File: src/rtl/soml_pkg.sv
// Shared constants and encodings for the SOML decoder front end.
package soml_pkg;
  localparam int N_DEF     = 32;
  localparam int Q_DEF     = 16;
  localparam int H_LEN     = 16;
  localparam int Y_LEN     = 8;
  localparam int FRAME_LEN = 24;

  typedef enum logic [1:0] {
    ST_IDLE  = 2'd0,
    ST_START = 2'd1,
    ST_PUSH  = 2'd2,
    ST_WAIT  = 2'd3
  } state_t;

  typedef enum logic [1:0] {
    ERR_NONE    = 2'b00,
    ERR_EARLY   = 2'b01,
    ERR_MISSING = 2'b10,
    ERR_TIMEOUT = 2'b11
  } err_t;
endpackage

File: src/rtl/soml_sample_buffer.sv
// One-frame sample store: single write port, combinational H and Y read ports.
module soml_sample_buffer
  import soml_pkg::*;
#(
  parameter int N = N_DEF
) (
  input  logic         clk,
  input  logic         wr_en,
  input  logic [4:0]   wr_idx,
  input  logic [N-1:0] wr_r,
  input  logic [N-1:0] wr_i,
  input  logic [3:0]   h_idx,
  output logic [N-1:0] h_r,
  output logic [N-1:0] h_i,
  input  logic [2:0]   y_idx,
  output logic [N-1:0] y_r,
  output logic [N-1:0] y_i
);
  logic [N-1:0] mem_r [FRAME_LEN];
  logic [N-1:0] mem_i [FRAME_LEN];
  logic [4:0]   y_addr;

  assign y_addr = 5'(H_LEN) + {2'b00, y_idx};
  assign h_r    = mem_r[{1'b0, h_idx}];
  assign h_i    = mem_i[{1'b0, h_idx}];
  assign y_r    = mem_r[y_addr];
  assign y_i    = mem_i[y_addr];

  // Sample write; contents need no reset since full/wr_idx gate their use.
  always_ff @(posedge clk) begin
    if (wr_en) begin
      mem_r[wr_idx] <= wr_r;
      mem_i[wr_idx] <= wr_i;
    end
  end
endmodule

File: src/rtl/soml_frame_loader.sv
// Buffers one framed H/Y sample set and replays it into the decoder load sequence.
module soml_frame_loader
  import soml_pkg::*;
#(
  parameter int N       = N_DEF,
  parameter int TIMEOUT = 1024
) (
  input  logic         clk,
  input  logic         rst,
  input  logic         s_valid,
  output logic         s_ready,
  input  logic [N-1:0] s_r,
  input  logic [N-1:0] s_i,
  input  logic         s_last,
  output logic         start,
  output logic         H_in_valid,
  output logic [N-1:0] H_in_r,
  output logic [N-1:0] H_in_i,
  output logic         Y_in_valid,
  output logic [N-1:0] Y_in_r,
  output logic [N-1:0] Y_in_i,
  input  logic         dec_output_valid,
  output logic         busy,
  output logic         frame_err,
  output logic [1:0]   err_code,
  output logic [15:0]  frame_cnt
);
  localparam int            TW       = $clog2(TIMEOUT + 1);
  localparam logic [TW-1:0] T_END    = TW'(TIMEOUT - 1);
  localparam logic [4:0]    LAST_IDX = 5'(FRAME_LEN - 1);
  localparam logic [3:0]    P_END    = 4'(H_LEN - 1);
  localparam logic [3:0]    Y_END    = 4'(Y_LEN - 1);

  state_t        state;
  logic [4:0]    wr_idx;
  logic          full;
  logic [3:0]    p;
  logic [TW-1:0] timer;

  logic          acc, at_last, set_full, fr_err, expire, done, tmo_err, have_frame;
  logic [3:0]    rd_idx;
  logic [N-1:0]  h_r, h_i, y_r, y_i;

  assign s_ready    = !full && !rst;
  assign acc        = s_valid && s_ready;
  assign at_last    = (wr_idx == LAST_IDX);
  assign set_full   = acc && at_last && s_last;
  assign fr_err     = acc && (at_last ? !s_last : s_last);
  assign expire     = (state == ST_WAIT) && (timer == T_END);
  assign done       = (state == ST_WAIT) && dec_output_valid;
  // Decoder completion wins over a coincident timeout.
  assign tmo_err    = expire && !dec_output_valid;
  // A frame finishing this cycle can be launched immediately.
  assign have_frame = full || set_full;
  // Registered outputs present the word for the next cycle.
  assign rd_idx     = (state == ST_START) ? 4'd0 : p + 4'd1;

  soml_sample_buffer #(.N(N)) u_buf (
    .clk    (clk),
    .wr_en  (acc),
    .wr_idx (wr_idx),
    .wr_r   (s_r),
    .wr_i   (s_i),
    .h_idx  (rd_idx),
    .h_r    (h_r),
    .h_i    (h_i),
    .y_idx  (rd_idx[2:0]),
    .y_r    (y_r),
    .y_i    (y_i)
  );

  // Framing checks, buffer bookkeeping and the decoder load FSM.
  always_ff @(posedge clk) begin
    if (rst) begin
      state      <= ST_IDLE;
      wr_idx     <= '0;
      full       <= 1'b0;
      p          <= '0;
      timer      <= '0;
      start      <= 1'b0;
      H_in_valid <= 1'b0;
      H_in_r     <= '0;
      H_in_i     <= '0;
      Y_in_valid <= 1'b0;
      Y_in_r     <= '0;
      Y_in_i     <= '0;
      busy       <= 1'b0;
      frame_err  <= 1'b0;
      err_code   <= ERR_NONE;
      frame_cnt  <= '0;
    end else begin
      frame_err <= fr_err || tmo_err;
      if (tmo_err)     err_code <= ERR_TIMEOUT;
      else if (fr_err) err_code <= at_last ? ERR_MISSING : ERR_EARLY;

      if (acc) wr_idx <= (at_last || s_last) ? 5'd0 : wr_idx + 5'd1;

      if (set_full) full <= 1'b1;
      else if (state == ST_PUSH && p == P_END) full <= 1'b0;

      start <= 1'b0;
      case (state)
        ST_IDLE: begin
          if (have_frame) begin
            state <= ST_START;
            start <= 1'b1;
            busy  <= 1'b1;
          end
        end
        ST_START: begin
          state      <= ST_PUSH;
          p          <= '0;
          H_in_valid <= 1'b1;
          H_in_r     <= h_r;
          H_in_i     <= h_i;
          Y_in_valid <= 1'b1;
          Y_in_r     <= y_r;
          Y_in_i     <= y_i;
        end
        ST_PUSH: begin
          if (p == P_END) begin
            state      <= ST_WAIT;
            timer      <= '0;
            H_in_valid <= 1'b0;
            H_in_r     <= '0;
            H_in_i     <= '0;
          end else begin
            p      <= p + 4'd1;
            H_in_r <= h_r;
            H_in_i <= h_i;
          end
          Y_in_valid <= (p < Y_END);
          Y_in_r     <= (p < Y_END) ? y_r : '0;
          Y_in_i     <= (p < Y_END) ? y_i : '0;
        end
        ST_WAIT: begin
          timer <= timer + 1'b1;
          if (done) frame_cnt <= frame_cnt + 16'd1;
          if (done || expire) begin
            if (have_frame) begin
              state <= ST_START;
              start <= 1'b1;
            end else begin
              state <= ST_IDLE;
              busy  <= 1'b0;
            end
          end
        end
        default: state <= ST_IDLE;
      endcase
    end
  end
endmodule
File: config.mk
export PLATFORM = sky130hd
export DESIGN_NAME = soml_frame_loader
export DESIGN_NICKNAME = d
export VERILOG_FILES = /design/src/rtl/soml_pkg.sv /design/src/rtl/soml_sample_buffer.sv /design/src/rtl/soml_frame_loader.sv
export SDC_FILE = /design/constraint.sdc
export NUM_CORES = 2
export LEC_CHECK = 0
export ABC_AREA = 1
export CAP_MARGIN = 20
export CORE_ASPECT_RATIO = 1.1
export CORE_MARGIN = 2
export CORE_UTILIZATION = 65
export CTS_BUF_LIST = sky130_fd_sc_hd__clkbuf_8
export CTS_CLUSTER_DIAMETER = 40
export DETAILED_ROUTE_END_ITERATION = 7
export PLACE_DENSITY = 0.84
export SYNTH_ARGS = -nofsm -noshare
export SYNTH_HDL_FRONTEND = slang
export SYNTH_SLANG_ARGS = --single-unit
File: constraint.sdc
create_clock -name clk -period 12.58 [get_ports clk]
set_clock_uncertainty 0.05 [all_clocks]
set_input_delay 3.774 -clock clk [delete_from_list [all_inputs] [get_ports clk]]
set_output_delay 3.774 -clock clk [all_outputs]
set_load 0.03 [all_outputs]
# Word-level counts from Yosys, hierarchy flattened
# Memory sizes are Yosys's and may differ from the RTL's.
# Cells that the tools add are included.
# W data, S select, Z words.
totals:
  mem_bits_rw: 1536
  mem_count: 2
  wordCells: 101
  in_bits: 69
  reg_bits: 174
op_classes:
  n_reduce_logical: 29
  n_lt_le_gt_ge: 1
  mux: 37
  addsub: 5
  n_eq_ne: 11
mem_list:
  columns: ["memory", "words", "width", "rd", "rd_clocked_by_memory_dff", "wr", "line", "text"]
  rows:
  - ["u_buf.mem_i", 24, 32, 2, 0, 1, "soml_sample_buffer.sv:20", "logic [N-1:0] mem_i [FRAME_LEN];"]
  - ["u_buf.mem_r", 24, 32, 2, 0, 1, "soml_sample_buffer.sv:19", "logic [N-1:0] mem_r [FRAME_LEN];"]
ops:
  columns: ["cell", "n"]
  rows:
  - ["$pmux W32 S2", 4]
  - ["$mux W32", 4]
  - ["$pmux W11 S2", 1]
  - ["$add A16 B1 Y16 const B", 1]
  - ["$mux W1", 12]
  - ["$mux W2", 6]
  - ["$add A11 B1 Y11 const B", 1]
  - ["$eq A11 B10 Y1 const B", 1]
  - ["$mux W11", 1]
  - ["$reduce_bool A2 Y1", 5]
  - ["$logic_and A1 B1 Y1", 9]
  - ["$mux W4", 2]
  - ["$pmux W1 S2", 4]
  - ["$pmux W2 S4", 1]
  - ["$pmux W4 S2", 1]
  - ["$reduce_and A2 Y1", 4]
  - ["$ne A2 B2 Y1 const B", 3]
  - ["$add A5 B1 Y5 const B", 1]
  - ["$add A5 B3 Y5 const A", 1]
  - ["$eq A5 B5 Y1 const B", 1]
  - ["$mux W5", 1]
  - ["$add A4 B1 Y4 const B", 1]
  - ["$eq A2 B2 Y1 const B", 2]
  - ["$eq A4 B4 Y1 const B", 1]
  - ["other kinds (8)", 15]

# Depth between registers and ports, before layout
depth:
  ltp_word: 9
  ltp_mapped: 14

# Cells and area by module
# From an unflattened synthesis, not the netlist that was laid out.
hier_totals:
  cells_unflattened: 6495
  area_unflattened_um2: 70263.6
by_module_without_submodules:
  columns: ["mod", "instances", "area_per_inst_um2", "seq_area_each_um2", "cells_per_inst"]
  rows:
  - ["soml_sample_buffer", 1, 63382.0, 46124.2, 5602]
  - ["soml_frame_loader", 1, 6881.6, 3483.3, 893]

# Worst setup path after synthesis
# Ideal clock, no wire load.
synth_timing:
  path_kind: "in2out"
  from: "input rst"
  to: "output s_ready"
  required_time_ns: 8.756
  stages: 1
  arrival_ns: 4.231
  slack_ns: 4.525
  cell_sequence: "nor2_1"
synth_via:
  elab_chain_len: 2
synth_lines:
  columns: ["element", "line", "text"]
  rows:
  - ["from (decl)", "soml_frame_loader.sv:9", "input logic rst,"]
  - ["$logic_not A1 Y1", "soml_frame_loader.sv:44", "assign s_ready = !full && !rst;"]
  - ["$logic_and A1 B1 Y1", "soml_frame_loader.sv:44", null]
  - ["to (decl)", "soml_frame_loader.sv:11", "output logic s_ready,"]
# No other way between the ends.

# Worst setup path in the final report
# Ends and elaborated chain as after synthesis.

==> summary.md <==
| Metric | Value |
|---|---|
| Initial antenna violation count | 2 |
| H-tree depth | 5 |
| Die area | roughly 110000 um2 |
| Fraction of layout cells with a size suffix above 1 | 10.1% |
| Post-layout util | around three quarters |
| Post-layout power | roughly 15 mW |
| Critical path required time | just under 9 ns |
| CTS Buf Count | between 200 and 300 |
| FF+latch count, synth | 1710 |
| IO Count | 221 |
| Delay-heaviest family, CP | buffers and inverters |
| Antenna Nets Post-Route | 0 |
| Initial Utilization | between 60% and 70% |
| TritonRoute pass-1 iters | 8 |
| DRC Markers | 0 |
| Worst-skew pair later-pin latency | between 0.9 and 1 ns |
| Commonest cells in the netlist | edfxtp_1 (1536), nand2_1 (854), nor2_1 (731), nand3_1 (576), o21ai_0 (355) |
| Post-Layout Cell Count | a little over 7000 |
| Syn Inst Count | roughly 5500 |
| Primary FF master, synth | edfxtp_1 |
| Mapped Area | between 60000 and 70000 um2 |
| Area delta synth->final | 12.5% |
| First-pass GRT wire length | about 260 mm |
| Peak supply drop | 0.000156 V |
| Final setup TNS | 0 ns |
| CP Buf/Inv Count | 3 |
| RSZ-0062 raised after global routing | no |
| DR WL/cell | around 23 um |
| Routed Wire Length | around 170 mm |
| Crit Reg-Reg Endpoint | H_in_r[18] |
| Post-synth top area share | roughly two thirds |
| Core region area | 102000 um2 |
| Final setup viols | 0 |
| I/O Buffers | 220 |
| Setup bufs post-CTS | 0 |
| Syn nets | approximately 5500 |
| Gr usage total | 31.2% |
| Setup crit end kind | output pin |
| Die X | slightly above 300 um |
| Slowest stage delay, CP | ~0.70 ns |
| MaxCap Viol Count | 0 |
| Iter 0 DRT Violations | 6874 |
| Setup slack, reg-to-reg | 6.90 ns |
| Final worst path period share | ~73% |
| Hold_sp | Y_in_i[5] |
| Final #Nets | a little under 6000 |
| Hold Path Stages | 2 |
| Hold Path Class | reg2reg |
| Actual slew at the worst max-slew pin | 1.21 ns |
| Startpoint Class | input pin |
| FFs w/ async S/R, synth | 0% |
| Critical-path maximum fanout | 23 |
| Worst R2R Path Depth | 13 |
| Final worst path period need | roughly 9.1 ns |
| CTS root buf | clkbuf_8 |
| Leak | between 20 and 30 nW |
| Post-synth EDFFs | 1536 |
| Fmax | 0.110 GHz |
| PD cells | between 150 and 200 nW/um2 |
| Synthesis Warnings | 0 |
| Sequential fraction of the synthesis area | about 74% |
| GPL Wtd Cong | 0.817 |
| Area contributors post-synth | edfxtp_1 (68%), dfxtp_1 (5.2%), nand2_1 (4.8%), nand3_1 (4.3%), nor2_1 (4.1%) |
| Fillers | 5935 |
| Worst hold endpoint | Y_in_i[5] |
| Count leader, synth | edfxtp_1 |
| WP data arrival | between 5 and 6 ns |
| Reg clk slew, reported paths | 0.06 ns |
| Post-CTS Hold Fix Bufs | 0 |
| Clk buf depth | 4 |
| Area of the multi-input gates | 15300 um2 |
| Routed via count | 45646 |
| Storage cell area | 49600 um2 |
| Largest net degree at the start of global routing | 160 |
| Cts repair resizes | 0 |
| Final slew viol count | 0 |
| Critical path class | in2out |
| Drt via density | ~6.3 |
| Vias in the first global route | 45718 |
| Worst r2r src | p[0] |
| Placed Instances | between 6000 and 7000 |
| Status | finished clean |
| Sink Count | approximately 1700 |
| Synth cell types | 33 |
| Slew headroom | just under 20% |
| Die Ht | around 340 um |
| DP HPWL | 85.3 mm |
| Cell taking the most area after synthesis | edfxtp_1 |
| TritonCTS clock tree | done |
| Slowest stage cell, crit path | clkdlybuf4s50_1 |
| Cell mode on critical path | clkdlybuf4s50_1 |
| Fin. Hold Viols | 0 |
| Average size of a mapped cell | approximately 12 um2 |
| Critical path, cell by cell | clkdlybuf4s50_1 -> buf_4 -> nor2_1 -> clkdlybuf4s50_1 |
| GRT overflow | 0 |
| Core Rows | around 120 |
registers in the layout (all words and copies together) (netlist names), 4 cells and up:
signal,flops
u_buf.mem_i,768
u_buf.mem_r,768
H_in_i,32
H_in_r,32
Y_in_i,32
Y_in_r,32
frame_cnt,16
timer,11
wr_idx,5
p,4
cell usage in the layout (no fill, tap or decap), drive strengths merged, types with 174 or more instances in the layout:
| cell type | netlist | layout |
|---|---|---|
| clkbuf | 107 | 307 |
| o21ai | 357 | 357 |
| inv | 302 | 407 |
| dfxtp | 174 | 174 |
| clkdlybuf4s50 | 0 | 220 |
| o211ai | 276 | 276 |
| edfxtp | 1536 | 1536 |
| nor2 | 734 | 734 |
| nand2 | 858 | 858 |
| nand3 | 578 | 578 |
cell families after synthesis:
family	share of synthesized area [%]
compound gates	7.46
xor+xnor	0.0520
fa+ha+maj	0.223
buf+inv	4.03
flops	73.7
simple gates	14.6
stage by stage:
stage,area [um2],hold slack [ns],worst slack [ns]
final,75700,0.404,3.46
after global routing,75700,0.418,3.40
after CTS,75500,0.406,3.45
after detailed placement,70500,0.391,3.45
after global placement,70400,0.388,3.48
after floorplan,67300,0.400,4.52
area by class of cell:
cell class / count / area share [%]
Tap cell: 1375 / 2.27
Clock inverter: 169 / 1.04
Sequential cell: 1710 / 65.5
Clock buffer: 307 / 5.58
Inverter: 303 / 1.53
Multi-Input combinational cell: 3113 / 20.1
Antenna cell: 1 / 0.00330
Timing Repair Buffer: 297 / 3.93
worst max path at each step:
stage                     slack [ns]  from  endpoint  cells after the start
after floorplan                 4.52   rst   s_ready                      1
after global routing            3.40   rst   s_ready                      4
after detailed placement        3.45   rst   s_ready                      4
final                           3.46   rst   s_ready                      4
after global placement          3.48   rst   s_ready                      4
after CTS                       3.45   rst   s_ready                      4
power by group:
group          total, mW  leakage, nW  internal, mW  switching [mW]
combinational       3.78         9.07          1.15            2.64
clock               4.40         2.91          2.27            2.12
sequential          6.60         15.2          6.40           0.200
total               14.8         27.2          9.82            4.96
routing by layer:
| metal | global-route usage, % | wire [um] | part of all wire, % | up-vias |
|---|---|---|---|---|
| li1 | - | - | - | 19925 |
| met1 | 39.9 | 61000 | 36 | 22089 |
| met2 | 52.0 | 83900 | 49 | 3177 |
| met3 | 6.51 | 19500 | 11 | 453 |
| met4 | 14.2 | 5570 | 3.3 | 2 |
| met5 | 0 | 7 | 0.0041 | - |
worst reg2reg max path, cell delays in order (launching register included):
cell and delay [ns]:
dfxtp_1 0.55, ha_1 0.37, nand2_8 0.37, buf_4 0.81
buf_4 0.78, buf_4 0.97, buf_4 0.85, nor2_1 0.18
o21ai_0 0.16, nand3_1 0.14, nand2_1 0.11, nand2_1 0.09
nand3_1 0.11, nand2_1 0.08
Note: power is estimated with default switching activity, not from simulation.
